**config.mk**
```make
export PLATFORM = sky130hd
export DESIGN_NAME = mem_port_arbiter
export DESIGN_NICKNAME = d
export VERILOG_FILES = /design/src/rtl/mem_port_arbiter_pkg.sv /design/src/rtl/mem_port_arbiter_grant_sel.sv /design/src/rtl/mem_port_arbiter.sv
export SDC_FILE = /design/constraint.sdc
export NUM_CORES = 1
export LEC_CHECK = 0
export CAP_MARGIN = 10
export CORE_AREA = 2 2 121 123
export DETAILED_ROUTE_END_ITERATION = 8
export DIE_AREA = 0 0 123 125
export PLACE_DENSITY = 0.85
export SETUP_SLACK_MARGIN = 0.2
export SYNTH_ARGS = -nofsm -noshare
export SYNTH_HDL_FRONTEND = slang
export SYNTH_HIERARCHICAL = 1
export SYNTH_SLANG_ARGS = --single-unit
```
**constraint.sdc**
```tcl
create_clock -name clk -period 1.63 [get_ports clk]
set_input_delay 0.326 -clock clk [delete_from_list [all_inputs] [get_ports clk]]
set_output_delay 0.326 -clock clk [all_outputs]
set_load 0.005 [all_outputs]
```
**src/rtl/mem_port_arbiter_pkg.sv**
```systemverilog
// Shared types and helpers for the two-client memory port arbiter.
// Build option: define ARB_ROUND_ROBIN_EN for round-robin tie-breaking
// (default build uses fixed priority with the D-side winning ties).
package mem_port_arbiter_pkg;

    // Default data/address width of the merged port
    localparam int unsigned ARB_DEFAULT_WIDTH = 32;

    // Arbiter FSM states: idle, I-side granted, D-side granted
    typedef enum logic [1:0] {
        IDLE  = 2'd0,
        GNT_I = 2'd1,
        GNT_D = 2'd2
    } arb_state_t;

    // Client identifiers
    typedef enum logic {
        ARB_I = 1'b0,
        ARB_D = 1'b1
    } arb_client_t;

    // A client is requesting whenever it raises either strobe
    function automatic logic client_req(input logic rd, input logic wr);
        return rd | wr;
    endfunction

    // The client that did not win last time
    function automatic arb_client_t other_client(input arb_client_t c);
        return (c == ARB_I) ? ARB_D : ARB_I;
    endfunction

endpackage

```
**src/rtl/mem_port_arbiter_grant_sel.sv**
```systemverilog
// Combinational grant selector for the two memory clients.
// Build option: ARB_ROUND_ROBIN_EN selects round-robin tie-breaking based on
// last_grant; without it the D-side always wins a tie.
module mem_port_arbiter_grant_sel
    import mem_port_arbiter_pkg::*;
(
    input  logic        i_req,
    input  logic        d_req,
    input  arb_client_t last_grant,
    output logic        grant_valid,
    output arb_client_t grant_client
);

`ifndef ARB_ROUND_ROBIN_EN
    // Fixed priority does not need the grant history
    logic unused_last_grant;
    assign unused_last_grant = last_grant;
`endif

    // Pick the winning client for the current cycle
    always_comb begin
        grant_valid  = i_req | d_req;
        grant_client = ARB_I;
        if (i_req && d_req) begin
`ifdef ARB_ROUND_ROBIN_EN
            grant_client = other_client(last_grant);
`else
            grant_client = ARB_D;
`endif
        end else if (d_req) begin
            grant_client = ARB_D;
        end else begin
            grant_client = ARB_I;
        end
    end

endmodule

```
**src/rtl/mem_port_arbiter.sv**
```systemverilog
// Merges the I-fetch and LSQ memory ports onto one downstream port, one
// transaction at a time, routing the completion back to the granted client.
// Build option: ARB_ROUND_ROBIN_EN (round-robin ties instead of D-side priority).
module mem_port_arbiter
    import mem_port_arbiter_pkg::*;
#(
    parameter int unsigned width = ARB_DEFAULT_WIDTH
) (
    input  logic                 clk,
    input  logic                 rst,

    input  logic                 i_mem_read,
    input  logic                 i_mem_write,
    input  logic [width/8-1:0]   i_mem_byte_enable,
    input  logic [width-1:0]     i_mem_address,
    input  logic [width-1:0]     i_mem_wdata,
    output logic                 i_mem_resp,
    output logic [width-1:0]     i_mem_rdata,

    input  logic                 lsq_mem_read,
    input  logic                 lsq_mem_write,
    input  logic [width/8-1:0]   lsq_mem_byte_enable,
    input  logic [width-1:0]     lsq_mem_address,
    input  logic [width-1:0]     lsq_mem_wdata,
    output logic                 lsq_mem_resp,
    output logic [width-1:0]     lsq_mem_rdata,

    output logic                 mem_read,
    output logic                 mem_write,
    output logic [width/8-1:0]   mem_byte_enable,
    output logic [width-1:0]     mem_address,
    output logic [width-1:0]     mem_wdata,
    input  logic                 mem_resp,
    input  logic [width-1:0]     mem_rdata
);

    localparam int unsigned BE_W = width / 8;

    arb_state_t   state_q, state_d;
    arb_client_t  last_grant_q, last_grant_d;
    logic         mem_read_q, mem_read_d;
    logic         mem_write_q, mem_write_d;
    logic [BE_W-1:0]  mem_be_q, mem_be_d;
    logic [width-1:0] mem_addr_q, mem_addr_d;
    logic [width-1:0] mem_wdata_q, mem_wdata_d;

    logic             i_req_s;
    logic             d_req_s;
    logic             grant_valid_s;
    arb_client_t      grant_client_s;
    logic             sel_read_s;
    logic             sel_write_s;
    logic [BE_W-1:0]  sel_be_s;
    logic [width-1:0] sel_addr_s;
    logic [width-1:0] sel_wdata_s;

    assign i_req_s = client_req(i_mem_read, i_mem_write);
    assign d_req_s = client_req(lsq_mem_read, lsq_mem_write);

    mem_port_arbiter_grant_sel u_grant_sel (
        .i_req        (i_req_s),
        .d_req        (d_req_s),
        .last_grant   (last_grant_q),
        .grant_valid  (grant_valid_s),
        .grant_client (grant_client_s)
    );

    // Mux the winning client's request fields toward the capture registers
    always_comb begin
        if (grant_client_s == ARB_D) begin
            sel_read_s  = lsq_mem_read;
            sel_write_s = lsq_mem_write;
            sel_be_s    = lsq_mem_byte_enable;
            sel_addr_s  = lsq_mem_address;
            sel_wdata_s = lsq_mem_wdata;
        end else begin
            sel_read_s  = i_mem_read;
            sel_write_s = i_mem_write;
            sel_be_s    = i_mem_byte_enable;
            sel_addr_s  = i_mem_address;
            sel_wdata_s = i_mem_wdata;
        end
    end

    // FSM next state, request capture and strobe release
    always_comb begin
        state_d      = state_q;
        last_grant_d = last_grant_q;
        mem_read_d   = mem_read_q;
        mem_write_d  = mem_write_q;
        mem_be_d     = mem_be_q;
        mem_addr_d   = mem_addr_q;
        mem_wdata_d  = mem_wdata_q;
        case (state_q)
            IDLE: begin
                if (grant_valid_s) begin
                    // A simultaneous read and write is issued as a write
                    mem_write_d = sel_write_s;
                    mem_read_d  = sel_read_s & ~sel_write_s;
                    mem_be_d    = sel_be_s;
                    mem_addr_d  = sel_addr_s;
                    mem_wdata_d = sel_wdata_s;
                    state_d     = (grant_client_s == ARB_D) ? GNT_D : GNT_I;
                end else begin
                    mem_read_d  = 1'b0;
                    mem_write_d = 1'b0;
                end
            end
            GNT_I, GNT_D: begin
                if (mem_resp) begin
                    // Drop strobes for one idle bubble before the next grant
                    mem_read_d   = 1'b0;
                    mem_write_d  = 1'b0;
                    state_d      = IDLE;
                    last_grant_d = (state_q == GNT_D) ? ARB_D : ARB_I;
                end else begin
                    // Hold the captured copy; client inputs are ignored here
                    state_d = state_q;
                end
            end
            default: begin
                mem_read_d  = 1'b0;
                mem_write_d = 1'b0;
                state_d     = IDLE;
            end
        endcase
    end

    // State and capture registers with asynchronous active-low reset
    always_ff @(posedge clk or negedge rst) begin
        if (!rst) begin
            state_q      <= IDLE;
            last_grant_q <= ARB_I;
            mem_read_q   <= 1'b0;
            mem_write_q  <= 1'b0;
            mem_be_q     <= {BE_W{1'b0}};
            mem_addr_q   <= {width{1'b0}};
            mem_wdata_q  <= {width{1'b0}};
        end else begin
            state_q      <= state_d;
            last_grant_q <= last_grant_d;
            mem_read_q   <= mem_read_d;
            mem_write_q  <= mem_write_d;
            mem_be_q     <= mem_be_d;
            mem_addr_q   <= mem_addr_d;
            mem_wdata_q  <= mem_wdata_d;
        end
    end

    // Route the downstream completion to the granted client only
    always_comb begin
        i_mem_resp    = 1'b0;
        lsq_mem_resp  = 1'b0;
        i_mem_rdata   = {width{1'b0}};
        lsq_mem_rdata = {width{1'b0}};
        if (mem_resp) begin
            case (state_q)
                GNT_I: begin
                    i_mem_resp  = 1'b1;
                    i_mem_rdata = mem_rdata;
                end
                GNT_D: begin
                    lsq_mem_resp  = 1'b1;
                    lsq_mem_rdata = mem_rdata;
                end
                default: begin
                    // A completion with nothing in flight is dropped
                    i_mem_resp   = 1'b0;
                    lsq_mem_resp = 1'b0;
                end
            endcase
        end else begin
            i_mem_resp   = 1'b0;
            lsq_mem_resp = 1'b0;
        end
    end

    assign mem_read        = mem_read_q;
    assign mem_write       = mem_write_q;
    assign mem_byte_enable = mem_be_q;
    assign mem_address     = mem_addr_q;
    assign mem_wdata       = mem_wdata_q;

endmodule

```
==> out/summary.log <==
INFO  global_route   met3_usage=6.250%
INFO  power_and_ir_drop power_per_cell_area=1578nW/µm²
INFO  route          drt.antenna.violating_nets=0
INFO  timing         hold_ws=-0.01318ns
INFO  timing         clock_skew=0.006310ns
INFO  timing         setup_ws=-0.3322ns
INFO  yosys          syn-cell-area=4244µm²
INFO  cells_and_area number_of_nets_in_the_final_layout=963
INFO  yosys          synthesis.instances=405
INFO  global_route   grt_pass1_wl=25960µm
INFO  cells_and_area areaGrowthSynthToFinish=127.9%
INFO  placement      detailedPlacementHpwl=10490µm
INFO  global_route   use_met1=23.39%
INFO  cts            cts_max_level=3
INFO  placement      gp_routability_congestion=0.7742
INFO  timing         finalCritPeriodShare=120.4%
INFO  route          drcViolationCount=0
INFO  floorplan      fp-row-count=44
INFO  yosys          synth_warnings=6
INFO  timing         setup_viol=138
INFO  status         status=complete, but fails checks
INFO  cells_and_area seqCellArea=1802µm²
INFO  timing         fmaxAchievable=509.6MHz
INFO  yosys          postSynthNetCount=583
INFO  floorplan      ioPinCount=311
INFO  critical_path  critical_path_class=reg -> out
INFO  route          detail_route.wl_per_cell=18.05µm
INFO  timing         setup_tns=-31.09ns
INFO  global_route   grt_pass1_vias=4848
INFO  cells_and_area multi_input_area=2888µm²
INFO  route          routed_wirelength=17600µm
INFO  cts            clk-insertion-delay-late=0.34ns
INFO  cts            clock_tree_root_driver_cell=sky130_fd_sc_hd__clkbuf_16
INFO  cts            tritoncts_num_sinks=72
INFO  placement      io_buffer_count=310
INFO  timing         max-slew-margin-rel=73.45%
INFO  timing         slew_viol_final=0
INFO  global_route   initial_antenna_violation_count=1
INFO  route          drtPass1Iterations=4
INFO  cts            cts_tree=yes
INFO  timing         grt_setup_unrepaired=true
INFO  critical_path  worst-endpoint-required=1.30ns
INFO  global_route   grt_start_max_net_pins=73
INFO  floorplan      initial_utilization=29.88%
INFO  global_route   grt_busiest_layer=met2
INFO  timing         final-hold-violation-count=5
INFO  cells_and_area fill_cells=1056
INFO  power_and_ir_drop ir_worst_vdd=0.9164mV
INFO  global_route   gr-usage-all-layers=22.10%
INFO  min_path       hold_path.class=in -> async
INFO  critical_path  worst_setup_path_start_kind=flop
INFO  cells_and_area drive_above_1_share=47.34%
INFO  timing         worst_slew_pin_slew=0.3982ns
INFO  critical_path  reg2reg_slack=-0.28ns
INFO  yosys          syn_avg_cell_area=10.48µm²
INFO  cts            cts-buffers-inserted=9
INFO  cts            worst_path_clk_slew=0.06ns
INFO  route          vias=4594
INFO  critical_path  worstPathArrival=1.64ns
INFO  status         failing_checks=hold timing, setup timing
INFO  floorplan      placeableCoreArea=14200µm²
INFO  cts            cts-root-to-sink-buffers=2
INFO  global_route   met2_usage=40.88%
INFO  run            max_cap_violations=0
INFO  floorplan      die-area=15380µm²
INFO  route          drt_iter0_markers=145
INFO  power_and_ir_drop pleak=0.004303µW
INFO  critical_path  critPathCaptureType=primary output
INFO  floorplan      die-height=125µm
INFO  critical_path  crit_path_max_fanout=8
INFO  cts            cts-hold-fix-buffers=0
INFO  route          route.detailed.vias_per_inst=4.712
INFO  global_route   gr-total-overflow=0
INFO  floorplan      die_x_extent=123µm
INFO  timing         fin_crit=1.962ns
-- state kept, by name, indices dropped and copies added, names as in the netlist --
name             count
state_q              2
mem_byte_enable      4
mem_wdata           32
mem_address         32
mem_read             1
mem_write            1
-- cell type report --
cell class,count,share of cell area (%)
sequential,72,18.63
tap,184,2.381
clock buffer,12,2.549
multi-input combinational,292,29.86
timing repair buffer,405,45.57
antenna,1,0.02588
inverter,5,0.1941
clock inverter,4,0.7892
-- layer usage --
| metal | wire, µm | share of wire, % |
|---|---|---|
| met2 | 9571 | 54 |
| met5 | 0 | 0 |
| met3 | 1349 | 7.7 |
| met1 | 6185 | 35 |
| met4 | 491 | 2.8 |
-- cells in the final DEF, fill, tap and decap left out, drive strengths merged, types with 3 or more instances in the layout --
cell,instances
clkdlybuf4s50,169
buf,158
dlygate4sd2,74
dfrtp,72
mux2i,69
a21oi,69
nor2,68
and3,64
clkbuf,15
inv,6
and2,4
or2,3
ha,3
-- power by group --
part | switching, µW | internal [µW]
clock | 767 | 1390
combinational | 4040 | 5720
sequential | 666 | 2680
-- stage by stage --
stage	cell area [µm²]	total power, µW	std cells	worst slack [ns]	util [%]
2_1_floorplan	4262	6093	405	0.1578	-
3_3_place_gp	7540	8930	888	-0.4424	53.08
3_5_place_dp	7540	9046	888	-0.4487	53.08
4_1_cts	9135	14270	965	-0.3466	64.31
5_1_grt	9671	16100	975	-0.3793	68.08
6_report	9671	15260	975	-0.3322	68.08
-- critical path: stages, from the launching register on --
cell	delay (ns)
sky130_fd_sc_hd__dfrtp_1	0.40
sky130_fd_sc_hd__inv_2	0.07
sky130_fd_sc_hd__ha_4	0.17
sky130_fd_sc_hd__buf_6	0.12
sky130_fd_sc_hd__buf_12	0.12
sky130_fd_sc_hd__buf_8	0.13
sky130_fd_sc_hd__and3_4	0.18
sky130_fd_sc_hd__buf_6	0.11
-- worst paths after layout --
path	start	end	depth (start not counted)
max	state_q[0]$_DFFE_PN0P_	lsq_mem_rdata[28]	7
min	rst	mem_wdata[11]$_DFFE_PN0P_	2
max reg2reg	state_q[1]$_DFFE_PN0P_	mem_address[3]$_DFFE_PN0P_	12
min reg2reg	mem_read$_DFFE_PN0P_	mem_read$_DFFE_PN0P_	2
max in group asynchronous	rst	state_q[0]$_DFFE_PN0P_	2
min in group clk	mem_read$_DFFE_PN0P_	mem_read$_DFFE_PN0P_	2
-- repair_timing --
item / in CTS / in global routing
setup endpoints to repair: 208 / 138
hold endpoints to repair: 0 / 0
gates resized for setup: 566 / 78
buffers inserted: 43 / 6
cloned: 18 / 3
pin swaps: 33 / 6
(Power assumes the default switching activity.)
